File: src/rtl/xif_mem_obi_bridge_pkg.sv
// Shared XIF memory-channel types, exception codes and lane helpers.
package xif_mem_obi_bridge_pkg;

  localparam int unsigned XIF_ID_W = 4;

  localparam logic [5:0] EXC_LOAD_MISALIGNED  = 6'd4;
  localparam logic [5:0] EXC_STORE_MISALIGNED = 6'd6;

  typedef struct packed {
    logic [XIF_ID_W-1:0] id;
    logic [31:0]         addr;
    logic [1:0]          mode;
    logic                we;
    logic [1:0]          size;
    logic [31:0]         wdata;
    logic                last;
    logic                spec;
  } x_mem_req_t;

  typedef struct packed {
    logic       exc;
    logic [5:0] exccode;
    logic       dbg;
  } x_mem_resp_t;

  typedef struct packed {
    logic [XIF_ID_W-1:0] id;
    logic [31:0]         rdata;
    logic                err;
    logic                dbg;
  } x_mem_result_t;

  typedef struct packed {
    logic [XIF_ID_W-1:0] id;
    logic                commit_kill;
  } x_commit_t;

  typedef enum logic [1:0] {
    ST_IDLE,
    ST_WAIT_COMMIT,
    ST_REQ,
    ST_RSP
  } state_e;

  // Access does not fit in its natural alignment; size 3 (8 bytes) never fits a 32-bit bus.
  function automatic logic misaligned(input logic [1:0] size, input logic [1:0] off);
    case (size)
      2'd0:    misaligned = 1'b0;
      2'd1:    misaligned = off[0];
      2'd2:    misaligned = (off != 2'd0);
      default: misaligned = 1'b1;
    endcase
  endfunction

  // Byte enables for an aligned access placed at byte lane 'off'.
  function automatic logic [3:0] lane_be(input logic [1:0] size, input logic [1:0] off);
    case (size)
      2'd0:    lane_be = 4'b0001 << off;
      2'd1:    lane_be = 4'b0011 << off;
      default: lane_be = 4'b1111;
    endcase
  endfunction

endpackage

File: src/rtl/xif_mem_obi_bridge.sv
// XIF memory-channel responder: alignment check, commit gating and a single
// outstanding OBI transaction per request, with a registered result strobe.
module xif_mem_obi_bridge
  import xif_mem_obi_bridge_pkg::*;
#(
  parameter int unsigned X_ID_WIDTH = XIF_ID_W,
  parameter int unsigned DATA_WIDTH = 32
) (
  input  logic                    clk_i,
  input  logic                    rst_ni,
  input  logic                    x_mem_valid_i,
  output logic                    x_mem_ready_o,
  input  x_mem_req_t              x_mem_req_i,
  output x_mem_resp_t             x_mem_resp_o,
  output logic                    x_mem_result_valid_o,
  output x_mem_result_t           x_mem_result_o,
  input  logic                    x_commit_valid_i,
  input  x_commit_t               x_commit_i,
  output logic                    data_req_o,
  input  logic                    data_gnt_i,
  output logic [31:0]             data_addr_o,
  output logic                    data_we_o,
  output logic [DATA_WIDTH/8-1:0] data_be_o,
  output logic [DATA_WIDTH-1:0]   data_wdata_o,
  input  logic                    data_rvalid_i,
  input  logic [DATA_WIDTH-1:0]   data_rdata_i,
  input  logic                    data_err_i
);

  localparam int unsigned NUM_IDS = 2**X_ID_WIDTH;

  state_e              state_q, state_d;
  x_mem_req_t          req_q;
  logic [NUM_IDS-1:0]  committed_q, killed_q;
  x_mem_result_t       result_q;
  logic                result_valid_q;

  logic req_misaligned, load_req, drop, done;
  logic cmt_hit, lat_killed, lat_committed;
  logic unused_ok;

  assign req_misaligned = misaligned(x_mem_req_i.size, x_mem_req_i.addr[1:0]);

  // Commit state for the latched id, including a strobe arriving this cycle.
  assign cmt_hit       = x_commit_valid_i && (x_commit_i.id == req_q.id);
  assign lat_killed    = killed_q[req_q.id] || (cmt_hit && x_commit_i.commit_kill);
  assign lat_committed = committed_q[req_q.id] || (cmt_hit && !x_commit_i.commit_kill);

  // Next-state and handshake decode.
  always_comb begin
    state_d       = state_q;
    x_mem_ready_o = 1'b0;
    data_req_o    = 1'b0;
    load_req      = 1'b0;
    drop          = 1'b0;
    done          = 1'b0;
    case (state_q)
      ST_IDLE: begin
        x_mem_ready_o = 1'b1;
        if (x_mem_valid_i && !req_misaligned) begin
          load_req = 1'b1;
          state_d  = x_mem_req_i.spec ? ST_WAIT_COMMIT : ST_REQ;
        end
      end
      ST_WAIT_COMMIT: begin
        if (lat_killed) begin
          drop    = 1'b1;
          state_d = ST_IDLE;
        end else if (lat_committed) begin
          state_d = ST_REQ;
        end
      end
      ST_REQ: begin
        data_req_o = 1'b1;
        if (data_gnt_i) state_d = ST_RSP;
      end
      ST_RSP: begin
        if (data_rvalid_i) begin
          done    = 1'b1;
          state_d = ST_IDLE;
        end
      end
      default: state_d = ST_IDLE;
    endcase
  end

  // State register.
  always_ff @(posedge clk_i or negedge rst_ni) begin
    if (!rst_ni) state_q <= ST_IDLE;
    else         state_q <= state_d;
  end

  // Latch the accepted request; it drives the bus fields until completion.
  always_ff @(posedge clk_i or negedge rst_ni) begin
    if (!rst_ni)       req_q <= '0;
    else if (load_req) req_q <= x_mem_req_i;
  end

  // Commit/kill tracking. A strobe consumed by the finishing request itself is
  // not recorded, otherwise it would resurrect the bit that is being cleared.
  always_ff @(posedge clk_i or negedge rst_ni) begin
    if (!rst_ni) begin
      committed_q <= '0;
      killed_q    <= '0;
    end else begin
      if (drop || done) begin
        committed_q[req_q.id] <= 1'b0;
        killed_q[req_q.id]    <= 1'b0;
      end
      if (x_commit_valid_i && !((drop || done) && cmt_hit)) begin
        if (x_commit_i.commit_kill) killed_q[x_commit_i.id]    <= 1'b1;
        else                        committed_q[x_commit_i.id] <= 1'b1;
      end
    end
  end

  // Immediate exception response for misaligned requests, zero otherwise.
  always_comb begin
    x_mem_resp_o = '0;
    if (state_q == ST_IDLE && x_mem_valid_i && req_misaligned) begin
      x_mem_resp_o.exc     = 1'b1;
      x_mem_resp_o.exccode = x_mem_req_i.we ? EXC_STORE_MISALIGNED : EXC_LOAD_MISALIGNED;
    end
  end

  // Bus fields are only driven during the request phase, zero otherwise.
  always_comb begin
    data_addr_o  = '0;
    data_we_o    = 1'b0;
    data_be_o    = '0;
    data_wdata_o = '0;
    if (data_req_o) begin
      data_addr_o = {req_q.addr[31:2], 2'b00};
      data_we_o   = req_q.we;
      data_be_o   = lane_be(req_q.size, req_q.addr[1:0]);
      if (req_q.we) data_wdata_o = req_q.wdata << {req_q.addr[1:0], 3'b000};
    end
  end

  // Result strobe one cycle after rvalid; loads are lane-shifted down, stores return zero.
  always_ff @(posedge clk_i or negedge rst_ni) begin
    if (!rst_ni) begin
      result_valid_q <= 1'b0;
      result_q       <= '0;
    end else begin
      result_valid_q <= done;
      if (done) begin
        result_q.id    <= req_q.id;
        result_q.rdata <= req_q.we ? '0 : (data_rdata_i >> {req_q.addr[1:0], 3'b000});
        result_q.err   <= data_err_i;
        result_q.dbg   <= 1'b0;
      end
    end
  end

  assign x_mem_result_valid_o = result_valid_q;
  assign x_mem_result_o       = result_q;

  assign unused_ok = ^{req_q.mode, req_q.last, req_q.spec};

endmodule

File: config.mk
export PLATFORM = sky130hd
export DESIGN_NAME = xif_mem_obi_bridge
export DESIGN_NICKNAME = d
export VERILOG_FILES = /design/src/rtl/xif_mem_obi_bridge_pkg.sv /design/src/rtl/xif_mem_obi_bridge.sv
export SDC_FILE = /design/constraint.sdc
export NUM_CORES = 1
export LEC_CHECK = 0
export ABC_AREA = 1
export CAP_MARGIN = 30
export CORE_MARGIN = 2
export CORE_UTILIZATION = 45
export DETAILED_ROUTE_END_ITERATION = 6
export PLACE_DENSITY = 0.76
export SLEW_MARGIN = 20
export SYNTH_ARGS = -nofsm -noshare
export SYNTH_HDL_FRONTEND = slang
export SYNTH_SLANG_ARGS = --single-unit
File: constraint.sdc
create_clock -name clk_i -period 2.1 [get_ports clk_i]
set_input_delay 0.42 -clock clk_i [delete_from_list [all_inputs] [get_ports clk_i]]
set_output_delay 0.42 -clock clk_i [all_outputs]
set_load 0.05 [all_outputs]
* Yosys cells after proc, flatten, opt, wreduce, memory -nomap -nowiden
Index checks and enable logic that the tools add are counted.
W data, S select, Z words.
** Storage, ports and cells
- Logic and storage cells :: 96
- Register bits :: 143
- Output and inout bits :: 118
- Input port bits :: 119
** Cells by class
- Shift operators :: 4
- Equal/unequal tests :: 11
- Bitwise logic cells :: 5
- Reductions and logical operators :: 21
- Mux-type cells :: 39
- Magnitude comparators :: 4
** Operators by type and width (count)
- $mux W32 :: 4
- $mux W16 :: 6
- $and A16 B16 Y16 :: 2
- $or A16 B16 Y16 :: 2
- $shl A32 B5 Y32 :: 1
- $shr A32 B5 Y32 :: 1
- $not A16 Y16 :: 1
- $mux W2 :: 7
- $mux W1 :: 13
- $logic_and A1 B1 Y1 :: 10
- $lt A4 B5 Y1 const B :: 2
- $bmux W1 S4 :: 2
- $demux W1 S4 :: 2
- $ge A4 B1 Y1 const B :: 2
- $pmux W2 S4 :: 1
- $pmux W4 S2 :: 1
- $mux W7 :: 1
- $eq A2 B1 Y1 const B :: 3
- $eq A2 B2 Y1 const B :: 3
- $logic_not A2 Y1 :: 3
- $ne A2 B2 Y1 const B :: 3
- $eq A4 B4 Y1 :: 1
- $mux W4 :: 1
- $reduce_and A4 Y1 :: 1
- 7 further kinds :: 11

* Depth between registers and ports, before layout
- Depth in word-level cells :: 11
- Depth in mapped cells :: 17
- Gate-level depth less buffers :: 15

* Worst setup path after synthesis
Ideal clock, no wire load.
- Kind :: register to output
- From :: register state_q[1]
- To :: output port data_wdata_o[30]
- Path slack :: -1.373 ns
- Cell stages (with the launch flop) :: 8
- Arrival :: 3.053 ns
- Buffers on the path :: 1
- Required time :: 1.680 ns
- Path through :: dfrtp_1 > inv_1 > nor2_1 > nand2_1 > clkinv_1 > clkbuf_1 > nand2_1 > a31oi_1
** Between the ends
- Cells in the longest elaborated chain, start to end :: 3
** Ends and longest elaborated chain
- start: declaration :: line xif_mem_obi_bridge.sv:32 : state_e state_q, state_d;
- start signal: assignment :: line xif_mem_obi_bridge.sv:90 : else state_q <= state_d;
- $eq A2 B2 Y1 :: line xif_mem_obi_bridge.sv:57 : case (state_q)
- $mux W1 :: line xif_mem_obi_bridge.sv:57
- net data_req_o :: line xif_mem_obi_bridge.sv:19 : output logic data_req_o,
- $mux W32 :: line xif_mem_obi_bridge.sv:132 : if (data_req_o) begin
- end: declaration :: line xif_mem_obi_bridge.sv:24 : output logic [DATA_WIDTH-1:0] data_wdata_o,
The timed path passes the listed nets, and every way through them passes these cells.

* Final worst setup path
- From :: register req_q[39] (netlist name)
- To :: output port data_wdata_o[22]
** Between the ends
- Cells in the longest elaborated chain, start to end :: 3
** Ends and longest elaborated chain
- start: declaration :: line xif_mem_obi_bridge.sv:33 : x_mem_req_t req_q;
- start signal: assignment :: line xif_mem_obi_bridge.sv:96 : else if (load_req) req_q <= x_mem_req_i;
- $shl A32 B5 Y32 :: line xif_mem_obi_bridge.sv:136 : if (req_q.we) data_wdata_o = req_q.wdata << {req_q.addr[1:0], 3'b000};
- $mux W32 :: line xif_mem_obi_bridge.sv:136
- $mux W32 :: line xif_mem_obi_bridge.sv:132
Every way passes these cells.

==> results.md <==
- Nets: between 1k and 1.5k
- Final setup fails: 57
- Worst Setup Start Kind: flip-flop
- Static Leakage: between 0.006 and 0.007 uW
- Overall die width: 139 um
- Initial Util: 0.457
- Final setup margin: -0.123 ns
- Unrepaired setup endpoints after global routing: yes
- Syn_area_per_cell: between 7 and 8 um^2
- Worst r2r path cells: 9
- Status: complete, but fails checks
- Final ANT Viol Nets: 0
- Slew headroom: 0.614
- Total Routing Usage GR: 0.309
- Area grow syn2layout: 64.9%
- DRT Wirelength: roughly 30000 um
- Final instance area: about 13000 um^2
- Placed Cells: approximately 1.6k
- Max Cap Viol: 0
- Worst hold slack: between 0.3 and 0.4 ns
- WHS Path Cells: 3
- H-tree levels: 4
- Iter 0 DRT Violations: ~670
- Critical Path RT: 1.68 ns
- Failing checks: setup timing
- Crit-path slowest cell: dfrtp_2
- # DRC: 0
- Clock Skew: between 0.01 and 0.015 ns
- Post-Synthesis Cell Area: a little over 8000 um^2
- DP Area: 12200 um^2
- Pwr dens: 1600 nW/um^2
- Crit path max fanout: 19
- Setup crit start: req_q[39]
- Crit share post-route: 1.06
- Clk pwr share: 0.142
- Sequential fraction of the synthesis area: 0.437
- CP top delay family: flip-flops
- Fin. Hold Viols: 0
- CP Depth: 5
- Worst Tran Pin Value: between 0.5 and 0.6 ns
- FF-to-FF setup slack: roughly 0.2 ns
- CTS Root Cell: clkbuf_16
- Drt first pass iters: 5
- Synth warn: 0
- # IOs: 237
- CTS tree: yes
- Layout Cells excl Fill: between 1.5k and 2k
- CP endpoint kind: output pin
- Worst-Skew Late Latency: between 0.4 and 0.5 ns
- Max Freq: between 400 and 500 MHz
- Via/cell ratio: around 5.4
- Distinct cells, synth: 35
- Fin Setup TNS: -2.16 ns
- First-pass GRT wire length: between 40000 and 50000 um
- Die area: just under 20000 um^2
- Critical path, cell by cell: buf_12, o21ai_1, nand2_4, a31oi_4, buf_12
- Vias: 8745
- Max incr delay on CP: about 0.48 ns
- Most Frequent Cell on Critical Path: buf_12
- CTS clock-pin slew for the worst setup and hold paths: ~0.060 ns
- Core Rows: 49
- Vias in the first global route: between 8k and 9k
- Hold Path Class: primary input to flip-flop
- Die height: ~140 um
- Routability congestion estimate: around 0.94
- WS Path Type: flip-flop to output pin
- Sink Count: 143
- Total gr overflow: 0
- Core area: between 15000 and 20000 um^2
- Layout cells sized above 1: 0.257
- Worst IR drop on VDD: around 1400 uV
- Arrival @ worst endpoint: roughly 1.8 ns
- P_sw: roughly 10000 uW
- R2r startpoint: state_q[1]
- Initial antenna violation count: 4
- Largest net degree at the start of global routing: 52
- Sw frac: 0.483
- Hpwl dp: approximately 20000 um
- Comb pwr share: 0.635
- P_int: ~11000 uW
- CP bufs+invs: 2
- Tmin final: between 2 and 2.5 ns
- CTS buffer count: 17
- Slew Viols, Final: 0
- Worst reg2reg endpoint: x_mem_result_o[27]
- I/O Buffers: 225
- Crit path capture: data_wdata_o[22]
- Number of synthesized register bits: roughly 140
- CTS Buffer Depth: 2
- Sequential Power Share: 0.223
- Wire per inst: roughly 18 um
- Post-Synthesis Cells: about 1.1k
-- state kept, by name, indices dropped and copies added, names as in the netlist --
signal	count
req_q	71
x_mem_result_o	37
committed_q	16
killed_q	16
state_q	2
x_mem_result_valid_o	1
-- metal layers --
layer,vias to the layer above,wire (um),part of all wire,global-route usage
met3,86,2320,0.078,0.0832
met1,4183,11100,0.37,0.363
met2,371,15200,0.51,0.535
met4,0,1290,0.043,0.129
met5,-,0,0,0
li1,4105,-,-,-
-- per-stage QoR --
stage	worst slack, ns	total power (uW)	util
after global placement	-0.206	16600	0.682
final	-0.123	21500	0.754
after CTS	-0.102	21200	0.749
after floorplan	-0.215	12200	-
after global routing	-0.166	22600	0.754
after detailed placement	-0.281	16900	0.682
-- cell type report --
class | count | area (um^2)
multi-input cells | 795 | 4640
fillers | 1218 | 4410
repair buffers | 316 | 3980
flip-flops and latches | 143 | 3580
clock buffers | 20 | 447
inverters | 104 | 420
well taps | 229 | 287
clock inverters | 11 | 134
diodes | 4 | 10.0
-- synthesized netlist by cell type --
cell type,count,share of area
a21boi_0,29,0.027
a21oi_1,50,0.031
a22oi_1,8,0.0073
a31oi_1,16,0.012
a32o_1,16,0.020
buf_1,4,0.0018
buf_2,11,0.0067
buf_4,14,0.013
buf_6,5,0.0069
buf_8,1,0.0018
clkbuf_1,44,0.020
clkinv_1,30,0.014
conb_1,1,0.00046
dfrtp_1,143,0.44
inv_1,64,0.029
inv_2,10,0.0046
mux2_2,24,0.033
nand2_1,354,0.16
nand2_2,1,0.00077
nand2_4,3,0.0041
nand3_1,76,0.046
nand3_2,10,0.012
nand3b_1,1,0.00092
nand4_1,2,0.0015
nor2_1,131,0.060
nor2_2,3,0.0023
nor3_1,9,0.0055
nor3_2,2,0.0024
nor4_1,1,0.00077
o211ai_1,8,0.0073
o21a_1,2,0.0018
o21ai_0,37,0.023
o21ai_1,2,0.0012
o22ai_1,1,0.00077
o31ai_2,1,0.0015
-- worst register-to-register path: stages (launching register included) --
cell	delay [ns]
dfrtp_1	0.35
inv_2	0.06
buf_4	0.12
buf_4	0.13
nor3_2	0.27
inv_2	0.14
nor2_1	0.19
buf_12	0.20
nand2_2	0.14
o21ai_0	0.21
-- how the worst min path moves through the flow --
stage,startpoint,end
final,x_mem_req_i[34],req_q[34]
after global routing,x_mem_req_i[34],req_q[34]
after CTS,x_mem_req_i[35],req_q[35]
after detailed placement,rst_ni,req_q[30]
after global placement,rst_ni,req_q[22]
after floorplan,rst_ni,committed_q[0]
-- power by group through the flow --
stage               clock, uW  sequential (uW)  combinational, uW
floorplan                   0             5680               6490
global placement            0             4710              11900
detailed placement          0             4760              12100
CTS                      3070             4750              13300
global route             3210             4940              14500
finish                   3050             4800              13700
-- cell usage in the layout (no fill, tap or decap), drive strengths merged --
| master | n |
|---|---|
| mux2 | 24 |
| nand3b | 1 |
| clkdlybuf4s50 | 147 |
| o22ai | 1 |
| a22oi | 8 |
| bufbuf | 1 |
| inv | 77 |
| nor4 | 1 |
| diode | 4 |
| conb | 8 |
| o211ai | 8 |
| o21ai | 39 |
| clkinvlp | 4 |
| dlygate4sd2 | 3 |
| dfrtp | 143 |
| nand2 | 358 |
| nand3 | 86 |
| nor3 | 11 |
| buf | 162 |
| nand4 | 2 |
| a21oi | 50 |
| o31ai | 1 |
| clkinv | 32 |
| bufinv | 2 |
| a32o | 16 |
| o21a | 2 |
| a21boi | 29 |
| dlygate4sd3 | 1 |
| a31oi | 16 |
| nor2 | 134 |
| clkbuf | 22 |
-- repair_timing --
item	in CTS	in global routing
pin swaps	5	6
gates resized for setup	103	17
gates cloned	5	1
buffers inserted	15	1
setup endpoints to repair	69	108
hold buffers	1	0
hold endpoints to repair	41	0
-- cell families after synthesis --
kind of cell / after synthesis / synth area share
AND/OR/NAND/NOR: 593 / 0.300
buffers and inverters: 183 / 0.0980
AO/OA/AOI/OAI: 170 / 0.132
flip-flops: 143 / 0.437
multiplexers: 24 / 0.0330
other: 1 / 0.000458
Note: power is estimated with default switching activity, not from simulation.
